$ cat src/rtl/mem_sequencer_pkg.sv
// Shared types and defaults for the kernel/weight memory sequencer.
package mem_sequencer_pkg;
  localparam int DEF_DEPTH  = 32;
  localparam int DEF_ADDR_W = 5;

  typedef logic [31:0] word_t;

  typedef enum logic [1:0] {
    ST_IDLE,
    ST_LEARN,
    ST_CLASSIFY,
    ST_DRAIN
  } state_t;
endpackage

$ cat src/rtl/mem_sequencer_addr_cnt.sv
// Shared memory address counter; saturates at DEPTH-1 and flags the last word.
module seq_addr_cnt
  import mem_sequencer_pkg::*;
#(
  parameter int DEPTH  = DEF_DEPTH,
  parameter int ADDR_W = DEF_ADDR_W
) (
  input  logic              clk,
  input  logic              rst,
  input  logic              clr,
  input  logic              en,
  output logic [ADDR_W-1:0] cnt,
  output logic              last
);

  assign last = (cnt == ADDR_W'(DEPTH - 1));

  always_ff @(posedge clk or negedge rst) begin
    if (!rst) begin
      cnt <= '0;
    end else if (clr) begin
      cnt <= '0;
    end else if (en && !last) begin
      cnt <= cnt + 1'b1;
    end
  end

endmodule

$ cat src/rtl/mem_sequencer.sv
// Sequences learn-phase writes and classify-phase reads over a kernel and a
// weight SRAM that share one address; all memory pins are registered.
module mem_sequencer
  import mem_sequencer_pkg::*;
#(
  parameter int DEPTH  = DEF_DEPTH,
  parameter int ADDR_W = DEF_ADDR_W
) (
  input  logic              clk,
  input  logic              rst,
  input  logic              learn,
  input  logic              classify,
  input  logic [31:0]       wr_kdata,
  input  logic [31:0]       wr_wdata,
  input  logic              wr_valid,
  output logic              wr_ready,
  output logic [ADDR_W-1:0] KMEM_ADD,
  output logic [ADDR_W-1:0] WMEM_ADD,
  output logic              KMEM_CSB,
  output logic              KMEM_WEB,
  output logic              KMEM_OEB,
  output logic              WMEM_CSB,
  output logic              WMEM_WEB,
  output logic              WMEM_OEB,
  output logic [31:0]       KMEM_DI,
  output logic [31:0]       WMEM_DI,
  input  logic [31:0]       KMEM_DO,
  input  logic [31:0]       WMEM_DO,
  output logic [31:0]       rd_kdata,
  output logic [31:0]       rd_wdata,
  output logic              rd_valid,
  output logic              busy,
  output logic              done
);

  state_t            state;
  logic [ADDR_W-1:0] cnt;
  logic              cnt_last;
  logic              cnt_clr;
  logic              cnt_en;
  logic              beat;

  // Both memories always see the same address and strobes.
  logic [ADDR_W-1:0] pin_add;
  word_t             pin_kdi;
  word_t             pin_wdi;
  logic              pin_csb;
  logic              pin_web;
  logic              pin_oeb;

  assign KMEM_ADD = pin_add;
  assign WMEM_ADD = pin_add;
  assign KMEM_DI  = pin_kdi;
  assign WMEM_DI  = pin_wdi;
  assign KMEM_CSB = pin_csb;
  assign WMEM_CSB = pin_csb;
  assign KMEM_WEB = pin_web;
  assign WMEM_WEB = pin_web;
  assign KMEM_OEB = pin_oeb;
  assign WMEM_OEB = pin_oeb;

  assign rd_kdata = rd_valid ? KMEM_DO : '0;
  assign rd_wdata = rd_valid ? WMEM_DO : '0;

  assign beat = (state == ST_LEARN) && wr_valid && wr_ready;

  seq_addr_cnt #(
    .DEPTH (DEPTH),
    .ADDR_W(ADDR_W)
  ) u_cnt (
    .clk (clk),
    .rst (rst),
    .clr (cnt_clr),
    .en  (cnt_en),
    .cnt (cnt),
    .last(cnt_last)
  );

  // In LEARN the counter is the next write address; in CLASSIFY it tracks the
  // address currently on the pins.
  always_comb begin
    cnt_clr = 1'b0;
    cnt_en  = 1'b0;
    unique case (state)
      ST_IDLE:     cnt_clr = 1'b1;
      ST_LEARN: begin
        if (beat) begin
          cnt_clr = cnt_last;
          cnt_en  = !cnt_last;
        end
      end
      ST_CLASSIFY: begin
        cnt_clr = cnt_last;
        cnt_en  = !cnt_last;
      end
      ST_DRAIN:    cnt_clr = 1'b1;
      default:     cnt_clr = 1'b1;
    endcase
  end

  always_ff @(posedge clk or negedge rst) begin
    if (!rst) begin
      state    <= ST_IDLE;
      wr_ready <= 1'b0;
      rd_valid <= 1'b0;
      busy     <= 1'b0;
      done     <= 1'b0;
      pin_add  <= '0;
      pin_kdi  <= '0;
      pin_wdi  <= '0;
      pin_csb  <= 1'b1;
      pin_web  <= 1'b1;
      pin_oeb  <= 1'b1;
    end else begin
      done     <= 1'b0;
      rd_valid <= (state == ST_CLASSIFY);
      pin_add  <= '0;
      pin_kdi  <= '0;
      pin_wdi  <= '0;
      pin_csb  <= 1'b1;
      pin_web  <= 1'b1;
      pin_oeb  <= 1'b1;
      unique case (state)
        ST_IDLE: begin
          busy <= 1'b0;
          if (learn) begin
            state    <= ST_LEARN;
            wr_ready <= 1'b1;
            busy     <= 1'b1;
          end else if (classify) begin
            state   <= ST_CLASSIFY;
            busy    <= 1'b1;
            pin_csb <= 1'b0;
            pin_oeb <= 1'b0;
          end
        end
        ST_LEARN: begin
          if (beat) begin
            pin_add <= cnt;
            pin_kdi <= wr_kdata;
            pin_wdi <= wr_wdata;
            pin_csb <= 1'b0;
            pin_web <= 1'b0;
            // busy stays up through the final write cycle and drops in IDLE.
            if (cnt_last) begin
              state    <= ST_IDLE;
              wr_ready <= 1'b0;
              done     <= 1'b1;
            end
          end
        end
        ST_CLASSIFY: begin
          if (cnt_last) begin
            state <= ST_DRAIN;
            done  <= 1'b1;
          end else begin
            pin_add <= cnt + 1'b1;
            pin_csb <= 1'b0;
            pin_oeb <= 1'b0;
          end
        end
        ST_DRAIN: begin
          state <= ST_IDLE;
          busy  <= 1'b0;
        end
        default: begin
          state    <= ST_IDLE;
          wr_ready <= 1'b0;
          busy     <= 1'b0;
        end
      endcase
    end
  end

endmodule

$ cat config.mk
export PLATFORM = sky130hd
export DESIGN_NAME = mem_sequencer
export DESIGN_NICKNAME = d
export VERILOG_FILES = /design/src/rtl/mem_sequencer_pkg.sv /design/src/rtl/mem_sequencer_addr_cnt.sv /design/src/rtl/mem_sequencer.sv
export SDC_FILE = /design/constraint.sdc
export NUM_CORES = 1
export LEC_CHECK = 0
export BUFFER_PORTS_ARGS = -buffer_cell sky130_fd_sc_hd__buf_4
export CORE_MARGIN = 8
export CORE_UTILIZATION = 40
export DETAILED_ROUTE_END_ITERATION = 8
export GPL_TIMING_DRIVEN = 0
export PLACE_DENSITY = 0.84
export SYNTH_ARGS = -nofsm -noshare
export SYNTH_HDL_FRONTEND = slang
export SYNTH_SLANG_ARGS = --single-unit
$ cat constraint.sdc
create_clock -name clk -period 2.25 [get_ports clk]
set_input_delay 0 -clock clk [delete_from_list [all_inputs] [get_ports clk]]
set_output_delay 0 -clock clk [all_outputs]
set_load 0.02 [all_outputs]
* Yosys cells after proc, flatten, opt, wreduce, memory -nomap -nowiden *
Index checks and enable logic that the tools add are counted.

word-level totals
  flip-flop bits (word level) = 83
  input bits = 133
  output and inout port bits = 148

cells by class
  add/subtract/negate cells = 1
  equal/unequal tests = 9
  multiplexer cells = 37
  reduce and logical (&&, ||, !) cells = 11

operator list
  operator               count
  $mux W32               6
  $mux W5                4
  $mux W1                13
  $mux W2                5
  $pmux W1 S2            5
  $pmux W5 S2            1
  $ne A2 B2 Y1 const B   4
  $pmux W2 S4            1
  $reduce_and A4 Y1      2
  $pmux W1 S3            2
  $reduce_bool A2 Y1     3
  $add A5 B1 Y5 const B  1
  $eq A5 B5 Y1 const B   1
  $eq A2 B2 Y1 const B   2
  $logic_and A1 B1 Y1    3
  $ne A3 B3 Y1 const B   1
  $eq A2 B1 Y1 const B   1
  $logic_not A2 Y1       1
  $reduce_or A2 Y1       1
  $logic_not A1 Y1       1

* Logic depth before layout (Yosys ltp) *
  word-level depth = 8
  depth in mapped cells = 8
  depth with buffers taken out = 6

* Modules after synthesis *
A second synthesis with hierarchy kept.

second synthesis, totals
  cell total of the unflattened synthesis = 309
  area total of the unflattened synthesis = 3547.2 sq um

by module, submodules not included
  module         instances  cells an instance  area an instance (sq um)  seq. area each (sq um)
  mem_sequencer  1          286                3298.2                    1955.6
  seq_addr_cnt   1          23                 249.0                     125.1

* Least setup slack after synthesis *
OpenSTA, ideal clock, no wires.

  kind = reg2reg
  start = register u_cnt.cnt[0]
  end = register u_cnt.cnt[0]
  setup time = 0.126 ns
  arrival = 1.722 ns
  setup slack = 0.402 ns
  stages on the path, launching flop included = 7
  period minus slack after synthesis = 1.848 ns
  cell sequence = dfrtp_1 ha_1 and3_1 ha_1 nand2b_1 a31o_2 a221o_1

on the way
  longest elaborated chain between the ends = 6
  elaborated cells between the ends (all ways) = 11
  classes of those cells = add/sub (1); eq/ne (1); mux (6); reduce/logical (3)

RTL lines
  what                          line                                                                    source
  start, declared               mem_sequencer_addr_cnt.sv:12                                            output logic [ADDR_W-1:0] cnt,
  start signal, assigned        mem_sequencer_addr_cnt.sv:24                                            cnt <= cnt + 1'b1;
  $eq A5 B5 Y1                  mem_sequencer_addr_cnt.sv:16                                            assign last = (cnt == ADDR_W'(DEPTH - 1));
  $logic_not A1 Y1              mem_sequencer_addr_cnt.sv:23, mem_sequencer.sv:89, mem_sequencer.sv:94
  $mux W1                       mem_sequencer.sv:87                                                     if (beat) begin
  $pmux W1 S2                   mem_sequencer.sv:84                                                     unique case (state)
  $logic_and A1 B1 Y1           mem_sequencer_addr_cnt.sv:23                                            end else if (en && !last) begin
  $reduce_bool A2 Y1 (no line)  -

Several ways; a longest one is shown, not always the timed one. The select of a mux whose other input is x is not followed.
A chain may end at the register's enable or synchronous reset.

* Worst setup path in the final report *
  start = register u_cnt.cnt[0]
  end = register state[0]

on the way
  longest elaborated chain between the ends = 3
  elaborated cells between the ends (all ways) = 4
  classes of those cells = eq/ne (3); reduce/logical (1)

RTL lines
  what                           line                          source
  $eq A5 B5 Y1 *                 mem_sequencer_addr_cnt.sv:16
  $ne A2 B2 Y1 (no line)         -
  $reduce_and A4 Y1 (no line) *  -
  end signal, assigned           mem_sequencer.sv:103          state <= ST_IDLE;
  end signal, assigned           mem_sequencer.sv:127          state <= ST_LEARN;
  end signal, assigned           mem_sequencer.sv:131          state <= ST_CLASSIFY;
  end, declared                  mem_sequencer.sv:36           state_t state;

Mark *: on every way between the ends. The rest lies on a longest branch, timed or not.

==> flow_summary.ini <==
[outcome]
status = finished, final reports clean

[pwr]
clockPowerShare = 0.202
switching_power_mw = 2.37
p_seq_frac = 0.304
p_leak_nw = 3.61
comb_power_share = 0.494
vdd_drop_max_v = 0.000565
swShare = 0.386
power_density_nw_per_um2 = 911
p_int_mw = 3.78

[clock_network]
clk_latency_ns = 0.35
cts_hold_buf = 68
cts_buffers = 9
cts_setup_buffers = 0
clock_tree.root_cell = clkbuf_8
tritoncts = done
cts_resized = 0
clockBufferDepth = 2
cts.sinks = 83
clk_pin_slew_worst_paths_ns = 0.08
cts_htree_levels = 3

[floorplan]
start_util = 0.411
die_area_sq_um = 12200
core_area_sq_um = 8720
ios = 281
core.rowCount = 34
die_h_microns = 111
fp.dieW_microns = 111

[grt]
track_usage = 0.234
grt_pass1_vias = 3984
grt_pass1_wl_microns = 22600
grt-ovfl-total = 0
grt_max_degree = 84
grt_antenna_before_repair = 4

[route]
drtPass1Iterations = 4
wl_per_cell_microns = 18.7
detail-route-antenna-nets = 0
drc = 0
drtIter0Drc = 125
wl_microns = 14900
viasPerCell = 4.61
num_vias = 3658

[sta]
rsz0062_at_grt = no
setup-tns-final_ns = 0
fin_crit_sh = 0.896
finalHoldViolCount = 0
slew_headroom = 0.332
finClkSkew_ns = 0.00735
setup-violations-final = 0
finalCriticalPeriod_ns = 2.02
max_freq_mhz = 496
worst-slew-pin-transition_ns = 1.00
slew_viol_final = 0
setup_slack_ns = 0.233

[place]
hpwl_microns = 10400
place.gp.congestion = 0.835
dp_slack_ns = 0.261
dp_cells = 706
placed_area_sq_um = 5820
port_buffers = 280

[synth]
synth_top_area_share = 0.559
ys_top_cells_by_count = and2_1 (128), dfrtp_1 (80), clkbuf_1 (13)
synth-warning-count = 0
synth_edf_count = 0
syn_area_sq_um = 3580
yosysTopAreaCell = dfrtp_1
syn_nets = 458
synth.avg_cell_area_sq_um = 11.3
synth.area.top_cells = dfrtp_1 (56%), and2_1 (22%), ha_1 (2.4%)
synth.yosys.seq_area_share = 0.581
syn_inst = 318
ys_types = 38
synth_seq_cells = 83
yosysMostFrequentCell = and2_1
ys_async_sr_fraction = 1.00
ys.flop_type = dfrtp_1

[min_path]
hp-class = input pin to flop

[worst_setup_path]
worst-path-buf-inv = 1
slowest_stage = dfrtp_1
crit_path_end_kind = flop
worstPathMaxFanout = 10
path_cells = ha_1 > and3_1 > ha_1 > buf_2 > nand3_1 > a221oi_2 > mux2i_1
crit_family = flip-flops
startpoint_type = flop
path_common_cell = ha_1
critical_path_required_ns = 2.52
crit_type = flop to flop
arrival_ns = 2.28
slowest_delay_ns = 0.46

[job]
drv_cap = 0

[layout]
area_delta_synth_final_pct = 88.2
stdcell_area_sq_um = 6750
finalNonFillerCells = 794
fillers = 537
fin_nets = 817
drive_gt1_frac = 0.468
## cell type report
class | count | area, sq um | area share
Timing Repair Buffer | 348 | 2780 | 0.413
Sequential cell | 83 | 2080 | 0.308
Multi-Input combinational cell | 201 | 1330 | 0.197
Buffer | 27 | 148 | 0.0219
Clock buffer | 10 | 138 | 0.0204
Tap cell | 108 | 135 | 0.0200
Clock inverter | 6 | 96.3 | 0.0143
Inverter | 7 | 26.3 | 0.00390
Antenna cell | 4 | 10.0 | 0.00148
## state kept, by name (all words and copies together), names as in the netlist
register,flops
done,1
KMEM_WEB,1
KMEM_DI,32
u_cnt.cnt,5
KMEM_ADD,5
wr_ready,1
state,2
busy,1
WMEM_DI,32
KMEM_OEB,1
KMEM_CSB,1
rd_valid,1
## power groups by stage
| stage | combinational [mW] | sequential, mW | clock [mW] |
|---|---|---|---|
| after detailed placement | 2.93 | 1.89 | 0 |
| after global placement | 2.86 | 1.88 | 0 |
| after floorplan | 1.40 | 2.12 | 0 |
| final | 3.04 | 1.87 | 1.24 |
| after global routing | 3.25 | 1.89 | 1.31 |
| after CTS | 3.04 | 1.86 | 1.25 |
## metal layers
layer  part of all wire  global-route usage
met1               0.35               0.227
met2               0.55               0.436
met3              0.081              0.0812
met4              0.028              0.0982
met5                  0                   0
## cells by family after synthesis
kind of cell | count (synthesis) | share of synthesized area
simple gates | 162 | 0.280
mux | 3 | 0.00838
buf+inv | 34 | 0.0485
fa+ha+maj | 7 | 0.0244
flops | 83 | 0.581
compound gates | 29 | 0.0576
## cells in the final DEF, fill, tap and decap left out, types with 2 or more instances in the layout
cell type and count:
a22oi_1 3, or4_1 2, diode_2 4, clkbuf_1 13, nor3b_1 2, dfrtp_1 80
nand2_1 7, buf_4 289, nor2b_1 5, nor2_1 4, clkbuf_8 10, mux2i_1 3
dfstp_2 3, a21oi_1 6, nand2b_1 3, or3b_2 2, bufinv_16 2, o21ai_0 9
ha_1 7, nand3_1 2, buf_2 3, o31ai_1 3, dlygate4sd3_1 68, inv_1 7
and2_1 128
## final timing paths
path,to,slack [ns],depth (start not counted),from
max reg2reg,state[0],0.23,7,u_cnt.cnt[0]
min in group asynchronous,KMEM_ADD[0],0.38,2,rst
min,wr_ready,0.03,4,wr_valid
max,state[0],0.23,7,u_cnt.cnt[0]
min reg2reg,busy,0.51,2,busy
max in group asynchronous,state[1],1.23,2,rst
## worst register-to-register path: stages, from the launching register on
cell and delay [ns]:
dfrtp_1 0.46, ha_1 0.22, and3_1 0.17, ha_1 0.16, buf_2 0.21, nand3_1 0.11, a221oi_2 0.37, mux2i_1 0.23
## metrics by stage
stage / hold WS (ns) / total power [mW] / utilization
2_1_floorplan: -0.296 / 3.52 / -
3_5_place_dp: 0.211 / 4.82 / 0.667
6_report: 0.0305 / 6.15 / 0.773
5_1_grt: 0.0510 / 6.45 / 0.773
4_1_cts: 0.0121 / 6.15 / 0.772
3_3_place_gp: 0.208 / 4.74 / 0.667
Note: power is estimated with default switching activity, not from simulation.
